File: src/rtl/uart_frame_parser_if.sv
// rtl/uart_frame_parser_if.sv - RX FIFO read port, payload byte stream and frame status for uart_frame_parser.
interface uart_frame_parser_if #(
  parameter int DATA_BITS = 8
);
  logic                 rx_empty;
  logic [DATA_BITS-1:0] rx_data;
  logic                 rd_en;
  logic                 out_valid;
  logic                 out_ready;
  logic [DATA_BITS-1:0] out_data;
  logic                 out_last;
  logic                 frame_ok;
  logic                 frame_err;
  logic [1:0]           err_code;

  modport master (
    input  rx_empty, rx_data, out_ready,
    output rd_en, out_valid, out_data, out_last, frame_ok, frame_err, err_code
  );

  modport slave (
    output rx_empty, rx_data, out_ready,
    input  rd_en, out_valid, out_data, out_last, frame_ok, frame_err, err_code
  );
endinterface

File: src/rtl/uart_frame_parser.sv
// rtl/uart_frame_parser.sv - SOF/LEN/payload/CHK frame parser draining a UART RX FIFO.
// Optional inter-byte timeout enabled by UART_FRAME_PARSER_TIMEOUT_EN.
module uart_frame_parser #(
  parameter int                   DATA_BITS      = 8,
  parameter int                   MAX_LEN        = 16,
  parameter logic [DATA_BITS-1:0] SOF            = 8'hA5,
  parameter int                   TIMEOUT_CYCLES = 1024
) (
  input logic                 clk,
  input logic                 reset,
  uart_frame_parser_if.master bus
);

  typedef enum logic [2:0] {S_IDLE, S_LEN, S_PAYLOAD, S_CHK, S_EMIT} state_t;

  localparam int                   IW        = (MAX_LEN > 1) ? $clog2(MAX_LEN) : 1;
  localparam logic [DATA_BITS-1:0] MAX_LEN_W = DATA_BITS'(MAX_LEN);

  state_t               state, state_next;
  logic                 rd_en_q, rd_en_d, cap;
  logic [DATA_BITS-1:0] len_q, idx_q, acc_q;
  logic [DATA_BITS-1:0] payload_buf [MAX_LEN];
  logic                 ok_d, err_d;
  logic [1:0]           code_d;
  logic                 frame_ok_q, frame_err_q;
  logic [1:0]           err_code_q;
  logic                 tmo_hit;
  logic                 busy;
  logic                 last_idx;
  logic                 reading_next;

  assign busy     = (state == S_LEN) || (state == S_PAYLOAD) || (state == S_CHK);
  assign last_idx = (idx_q == len_q - 1'b1);

`ifdef UART_FRAME_PARSER_TIMEOUT_EN
  localparam int TW = $clog2(TIMEOUT_CYCLES + 1);
  logic [TW-1:0] tmo_cnt;

  always_ff @(posedge clk or posedge reset) begin
    if (reset) begin
      tmo_cnt <= '0;
    end else if (busy && !cap && !tmo_hit) begin
      tmo_cnt <= tmo_cnt + 1'b1;
    end else begin
      tmo_cnt <= '0;
    end
  end

  assign tmo_hit = busy && !cap && (tmo_cnt == TW'(TIMEOUT_CYCLES - 1));
`else
  // No counter: a stalled frame waits forever, so this never fires.
  assign tmo_hit = (TIMEOUT_CYCLES < 0);
`endif

  always_comb begin
    state_next = state;
    ok_d       = 1'b0;
    err_d      = 1'b0;
    code_d     = err_code_q;
    case (state)
      S_IDLE: begin
        if (cap && bus.rx_data == SOF) state_next = S_LEN;
      end
      S_LEN: begin
        if (cap) begin
          if (bus.rx_data == '0 || bus.rx_data > MAX_LEN_W) begin
            state_next = S_IDLE;
            err_d      = 1'b1;
            code_d     = 2'b01;
          end else begin
            state_next = S_PAYLOAD;
          end
        end
      end
      S_PAYLOAD: begin
        if (cap && last_idx) state_next = S_CHK;
      end
      S_CHK: begin
        if (cap) begin
          if (bus.rx_data == acc_q) begin
            state_next = S_EMIT;
            ok_d       = 1'b1;
          end else begin
            state_next = S_IDLE;
            err_d      = 1'b1;
            code_d     = 2'b10;
          end
        end
      end
      S_EMIT: begin
        if (bus.out_ready && last_idx) state_next = S_IDLE;
      end
      default: state_next = S_IDLE;
    endcase
    if (tmo_hit) begin
      state_next = S_IDLE;
      err_d      = 1'b1;
      code_d     = 2'b11;
    end
  end

  // Read decision looks at the next state so no strobe leaks into EMIT.
  assign reading_next = (state_next != S_EMIT);
  assign rd_en_d      = reading_next && !bus.rx_empty && !rd_en_q;

  always_ff @(posedge clk or posedge reset) begin
    if (reset) begin
      state       <= S_IDLE;
      rd_en_q     <= 1'b0;
      cap         <= 1'b0;
      len_q       <= '0;
      idx_q       <= '0;
      acc_q       <= '0;
      frame_ok_q  <= 1'b0;
      frame_err_q <= 1'b0;
      err_code_q  <= 2'b00;
    end else begin
      state       <= state_next;
      rd_en_q     <= rd_en_d;
      cap         <= rd_en_q;
      frame_ok_q  <= ok_d;
      frame_err_q <= err_d;
      err_code_q  <= code_d;
      case (state)
        S_LEN: begin
          if (cap && state_next == S_PAYLOAD) begin
            len_q <= bus.rx_data;
            acc_q <= bus.rx_data;
            idx_q <= '0;
          end
        end
        S_PAYLOAD: begin
          if (cap) begin
            acc_q <= acc_q + bus.rx_data;
            idx_q <= idx_q + 1'b1;
          end
        end
        S_CHK: begin
          if (state_next == S_EMIT) idx_q <= '0;
        end
        S_EMIT: begin
          if (bus.out_ready) idx_q <= last_idx ? '0 : idx_q + 1'b1;
        end
        default: ;
      endcase
    end
  end

  always_ff @(posedge clk) begin
    if (state == S_PAYLOAD && cap) payload_buf[idx_q[IW-1:0]] <= bus.rx_data;
  end

  assign bus.rd_en     = rd_en_q;
  assign bus.out_valid = (state == S_EMIT);
  assign bus.out_data  = (state == S_EMIT) ? payload_buf[idx_q[IW-1:0]] : '0;
  assign bus.out_last  = (state == S_EMIT) && last_idx;
  assign bus.frame_ok  = frame_ok_q;
  assign bus.frame_err = frame_err_q;
  assign bus.err_code  = err_code_q;

endmodule

File: src/flat_wrapper.sv
// flat-port wrapper written by rule: the top's interface ports become plain ports
module uart_frame_parser_flat 
#(
  parameter int                   DATA_BITS      = 8,
  parameter int                   MAX_LEN        = 16,
  parameter logic [DATA_BITS-1:0] SOF            = 8'hA5,
  parameter int                   TIMEOUT_CYCLES = 1024
)
  (clk, reset, bus_rx_empty, bus_rx_data, bus_out_ready, bus_rd_en, bus_out_valid, bus_out_data, bus_out_last, bus_frame_ok, bus_frame_err, bus_err_code);
  uart_frame_parser_if #(.DATA_BITS(DATA_BITS)) bus_i ();
  input logic clk;
  input logic reset;
  input wire logic [$bits(bus_i.rx_empty)-1:0] bus_rx_empty;
  input wire logic [$bits(bus_i.rx_data)-1:0] bus_rx_data;
  input wire logic [$bits(bus_i.out_ready)-1:0] bus_out_ready;
  output wire logic [$bits(bus_i.rd_en)-1:0] bus_rd_en;
  output wire logic [$bits(bus_i.out_valid)-1:0] bus_out_valid;
  output wire logic [$bits(bus_i.out_data)-1:0] bus_out_data;
  output wire logic [$bits(bus_i.out_last)-1:0] bus_out_last;
  output wire logic [$bits(bus_i.frame_ok)-1:0] bus_frame_ok;
  output wire logic [$bits(bus_i.frame_err)-1:0] bus_frame_err;
  output wire logic [$bits(bus_i.err_code)-1:0] bus_err_code;
  assign bus_i.rx_empty = bus_rx_empty;
  assign bus_i.rx_data = bus_rx_data;
  assign bus_i.out_ready = bus_out_ready;
  assign bus_rd_en = bus_i.rd_en;
  assign bus_out_valid = bus_i.out_valid;
  assign bus_out_data = bus_i.out_data;
  assign bus_out_last = bus_i.out_last;
  assign bus_frame_ok = bus_i.frame_ok;
  assign bus_frame_err = bus_i.frame_err;
  assign bus_err_code = bus_i.err_code;
  uart_frame_parser #(.DATA_BITS(DATA_BITS), .MAX_LEN(MAX_LEN), .SOF(SOF), .TIMEOUT_CYCLES(TIMEOUT_CYCLES)) u_core (.clk(clk), .reset(reset), .bus(bus_i));
endmodule
File: config.mk
export PLATFORM = sky130hd
export DESIGN_NAME = uart_frame_parser_flat
export DESIGN_NICKNAME = d
export VERILOG_FILES = /design/src/rtl/uart_frame_parser_if.sv /design/src/rtl/uart_frame_parser.sv /design/src/flat_wrapper.sv
export SDC_FILE = /design/constraint.sdc
export NUM_CORES = 1
export LEC_CHECK = 0
export ABC_AREA = 1
export BUFFER_PORTS_ARGS = -buffer_cell sky130_fd_sc_hd__buf_2
export CAP_MARGIN = 30
export CORE_ASPECT_RATIO = 1.2
export CORE_MARGIN = 10
export CORE_UTILIZATION = 50
export CTS_BUF_LIST = sky130_fd_sc_hd__clkbuf_4
export CTS_CLUSTER_DIAMETER = 30
export DETAILED_ROUTE_END_ITERATION = 16
export PLACE_DENSITY = 0.69
export SLEW_MARGIN = 5
export SYNTH_ARGS = -nofsm -noshare
export SYNTH_HDL_FRONTEND = slang
export SYNTH_SLANG_ARGS = --single-unit
File: constraint.sdc
create_clock -name clk -period 2.1 [get_ports clk]
set_clock_uncertainty 0.15 [all_clocks]
set_input_delay 0.315 -clock clk [delete_from_list [all_inputs] [get_ports clk]]
set_output_delay 0.315 -clock clk [all_outputs]
set_load 0.005 [all_outputs]
Word level (Yosys, flattened, before mapping)
Memories as Yosys holds them, arrays and structs flattened.
Index checks and enable logic that the tools add are counted.
{"block": "word_totals", "ff_bits": 33, "ram_bits": 128, "output_inout_bits": 15, "wordCells": 85, "mem_count": 1}
{"memory": "u_core.payload_buf", "words": 16, "word_bits": 8, "read_ports": 1, "rd_clocked_by_memory_dff": 0, "wr": 1, "line": "uart_frame_parser.sv:22", "text": "logic [DATA_BITS-1:0] payload_buf [MAX_LEN];"}
{"block": "classes", "addsub": 3, "magnitude_cmp": 1, "eq_ne": 18, "mux": 33, "n_reduce_logical": 20}
{"op": "$mux 8", "n": 8}
{"op": "$pmux 8 s4", "n": 1}
{"op": "$mux 3", "n": 6}
{"op": "$eq 8x8->1", "n": 2}
{"op": "$pmux 8 s2", "n": 1}
{"op": "$pmux 3 s5", "n": 1}
{"op": "$mux 2", "n": 5}
{"op": "$ne 2x2->1 const B", "n": 5}
{"op": "$reduce_and 5->1", "n": 2}
{"op": "$eq 3x2->1 const B", "n": 3}
{"op": "$mux 1", "n": 9}
{"op": "$add 8x1->8 const B", "n": 1}
{"op": "$add 8x8->8", "n": 1}
{"op": "$eq 8x8->1 const B", "n": 1}
{"op": "$gt 8x5->1 const B", "n": 1}
{"op": "$logic_and 1x1->1", "n": 8}
{"op": "$logic_not 8->1", "n": 1}
{"op": "$sub 8x1->8 const B", "n": 1}
{"op": "$eq 3x3->1 const B", "n": 2}
{"op": "$ne 2x1->1 const B", "n": 3}
{"op": "$pmux 2 s2", "n": 1}
{"op": "$reduce_bool 2->1", "n": 2}
{"op": "$reduce_bool 4->1", "n": 1}
{"op": "$eq 3x1->1 const B", "n": 1}
{"op": "other kinds (7)", "n": 8}

Logic depth before layout (Yosys ltp)
{"block": "depth", "word_depth": 9, "ltp_mapped": 17, "mapped_depth_nobuf": 17}

Worst setup path after synthesis
OpenSTA, ideal clock, no wires.
{"block": "synth_timing", "path_type": "register -> register", "startpoint": "register u_core.idx_q[2]", "endpoint": "memory u_core.payload_buf[3][0] (enable)", "setup_time_ns": 0.383, "arrival_time_ns": 1.634, "setup_slack_ns": -0.067, "stages_incl_launch_ff": 5, "path_buffers": 1, "period_less_slack_ns": 2.167, "path_cell_list": "dfrtp_1 -> buf_2 -> nor2_1 -> inv_1 -> nor3_1"}
{"item": "start: declaration", "line": "uart_frame_parser.sv:21", "text": "logic [DATA_BITS-1:0] len_q, idx_q, acc_q;"}
{"item": "start signal: assignment", "line": "uart_frame_parser.sv:135", "text": "idx_q <= idx_q + 1'b1;"}
{"item": "start signal: assignment", "line": "uart_frame_parser.sv:142", "text": "if (bus.out_ready) idx_q <= last_idx ? '0 : idx_q + 1'b1;"}
{"item": "end: declaration", "line": "uart_frame_parser.sv:22"}
Straight into the memory's write port.

Final worst setup path
{"block": "layout_timing", "startpoint": "register u_core.idx_q[0]", "endpoint": "output bus_out_data[3]"}
{"block": "layout_via", "elab_chain_cells": 2}
{"item": "$mem_v2 16x8"}
{"item": "$mux 8", "line": "uart_frame_parser.sv:155", "text": "assign bus.out_data = (state == S_EMIT) ? payload_buf[idx_q[IW-1:0]] : '0;"}
{"item": "end: declaration", "line": "flat_wrapper.sv:18", "text": "output wire logic [$bits(bus_i.out_data)-1:0] bus_out_data;"}
No other way between the ends.

==> flow_summary.ini <==
[status]
status = finished, violations left
failed_checks = negative setup slack

[routing]
viasPerCell = 5.74
wl_met3_um = 1590
ant_nets = 0
drt_iter0_drc = 639
firstDrtPassIters = 8
num_vias = 6240
met1_length_um = 8650
postRouteWirelength_um = 22000
top_layer = met4
routedWlPerCell_um = 20.3
drc = 0
met2WireLength_um = 11200

[grt]
first_global_vias = 5772
grt_max_degree = 34
grt_pass1_wl_um = 30900
antenna_found_initial = 1
grt_overflow = 0
grtUsageTotal = 0.194

[worst_hold_path]
min_to = u_core.acc_q[4]
whs_path_depth = 3
worstHoldStart = bus_rx_data[4]
hp-class = in -> reg

[synth]
syn_inst = 738
synth_top_area_cell = edfxtp_1
ys_ff_latch = 161
yosysWarnings = 0
synth_area_um2 = 7520
yosysSeqAreaShare = 0.621
yosysMostFrequentCell = edfxtp_1
synth_nets = 763
syn_avg_cell_area_um2 = 10.2
ys.flop_type = edfxtp_1
synthTopCellsByCount = edfxtp_1 (128), nor2_1 (115), nand2_1 (110), o21ai_0 (83), inv_1 (50)
synthTopCellsByArea = edfxtp_1 (51%), dfrtp_1 (11%), nor2_1 (5.7%)
async_flop_share = 0.205
synth_edf_count = 128
yosysTopAreaCellShare = 0.511
synth_cell_type_count = 38

[finish]
multi_input_area_um2 = 2980
stdcell_area_um2 = 9900
nets = 896
syn_to_final_growth_pct = 31.7
fin_util = 0.664
fillCellCount = 1087
seq_area_um2 = 4670
drive_gt1_frac = 0.324

[sta]
min_period_over_period = 1.30
tightest_slew_ns = 0.441
hold_violations = 0
rsz0062_at_grt = true
finalSetupTns_ns = -7.39
relSlewSlack = 0.706
fmax_mhz = 367
setup_viol = 17
hold_ws_ns = 0.0479
finalCriticalPeriod_ns = 2.73
maxSlewViolCount = 0
fin_ws_ns = -0.626

[worst_setup_path]
crit_chain = buf_8 -> buf_6 -> clkbuf_16 -> nor2_1 -> o22ai_1 -> nand3_1 -> a41oi_2 -> buf_2
r2r_slack_ns = -0.43
r2r_cells = 20
r2r-start = u_core.len_q[1]
cpPeakStageDelay_ns = 0.49
worstSetupEndpointType = output port
path_buf_inv = 4
critPathTopFamily = buffers and inverters
crit_fanout = 6
worstSetupPathType = reg -> out
critical_path_arrival_ns = 2.26
cp_slowest_cell = dfrtp_2
critPathLaunchType = flop
required_ns = 1.63
r2r-end = u_core.idx_q[5]

[clock_tree]
numClockSinks = 161
cts_buffers = 17
clk_pin_slew_ns = 0.12
insertion_delay_ns = 0.57
clockBufferDepth = 2
cts_tree = built
htreeDepth = 4
cts-root-buf = clkbuf_4

[die]
die-height_um = 154
coreArea_um2 = 14900
ios = 27
dieArea_um2 = 20400
rows = 49
die_x_um = 132
start_util = 0.504

[power_and_ir_drop]
p_leak_nw = 3.84
ir_worst_vdd_mv = 0.584
powerDensity_nw_per_um2 = 1010

[place]
place_area_um2 = 8360
post-place-ws_ns = -0.123
dp_hpwl_um = 13000
gp_congestion = 0.913
io_buffers = 26

[run]
maxCapViolCount = 0
## worst max path at each step
stage / end / depth (start not counted) / start
after floorplan: u_core.payload_buf[12][0] / 6 / u_core.idx_q[0]
after global placement: bus_out_data[5] / 7 / u_core.idx_q[0]
after detailed placement: u_core.idx_q[3] / 16 / u_core.len_q[0]
after CTS: bus_out_data[4] / 8 / u_core.idx_q[0]
after global routing: bus_out_data[3] / 8 / u_core.idx_q[0]
final: bus_out_data[3] / 8 / u_core.idx_q[0]
## layout make-up
type / instances / area share
Inverter: 63 / 0.0254
Antenna cell: 1 / 0.000253
Clock inverter: 11 / 0.0166
Sequential cell: 161 / 0.472
Tap cell: 204 / 0.0258
Multi-Input combinational cell: 483 / 0.301
Clock buffer: 19 / 0.0144
Timing Repair Buffer: 145 / 0.145
## worst register-to-register path: stages, from the launching register on
cell and delay [ns]:
dfrtp_1 0.43, buf_6 0.13, nor2_4 0.12, nand2_2 0.08, buf_6 0.12, o21ai_2 0.13, nand2_2 0.09, buf_6 0.12
buf_6 0.10, buf_6 0.10, buf_6 0.10, buf_6 0.10, buf_6 0.10, buf_6 0.10, inv_4 0.05, nor2_4 0.04
nand3_4 0.10, nand3_2 0.08, o21ai_1 0.09, nand3_1 0.09, nand2_1 0.07
## sequential cells by signal, indices dropped and copies added (netlist names)
signal,cells
u_core.idx_q,8
u_core.bus.rd_en,1
u_core.bus.err_code,2
u_core.len_q,8
u_core.acc_q,8
u_core.payload_buf,128
u_core.bus.frame_ok,1
u_core.bus.frame_err,1
u_core.cap,1
u_core.state,3
## cell families (layout without fill, tap and decap cells)
group | Yosys count | in the layout | share of synthesized area
AND/OR/NAND/NOR | 303 | 303 | 0.171
other | 0 | 1 | 0
adder cells (fa/ha/maj) | 13 | 13 | 0.0226
flip-flops | 161 | 161 | 0.621
buffers and inverters | 94 | 238 | 0.0498
XOR/XNOR | 14 | 14 | 0.0163
AO/OA/AOI/OAI | 153 | 153 | 0.119
## report_power, final
group | switching, W | internal (W)
clock | 0.00106 | 0.000951
combinational | 0.00243 | 0.00192
sequential | 0.000143 | 0.00353
total | 0.00364 | 0.00640
## routing by layer
layer / track usage / vias up
li1: - / 2849
met2: 0.329 / 300
met1: 0.236 / 3051
met4: 0.0769 / 0
met5: 0 / -
met3: 0.0392 / 40
## stage by stage
step | total power (W) | std cells
4_1_cts | 0.00902 | 1062
2_1_floorplan | 0.00538 | 738
5_1_grt | 0.0105 | 1087
3_5_place_dp | 0.00642 | 1007
3_3_place_gp | 0.00633 | 1007
6_report | 0.0100 | 1087
## placed cells by master (no fill, tap or decap), types with 11 or more instances in the layout
master    instances
edfxtp_1        128
nand2_1         104
nor2_1           99
buf_4            69
o21ai_0          53
inv_1            45
nand3_1          32
dfrtp_1          31
buf_2            26
o21ai_1          22
buf_6            22
o22ai_2          20
clkbuf_4         19
inv_2            14
o21ai_2          12
nand3_2          11
nor2_2           11
o22ai_1          11
## timing repair
action | CTS | global route
pin swaps | 28 | 67
resized for setup | 72 | 100
setup endpoints to repair | 18 | 146
hold buffers | 5 | 0
endpoints found under the hold margin | 42 | 0
setup buffers | 19 | 14
cloned | 2 | 11
Power figures use the tool's default switching activity.
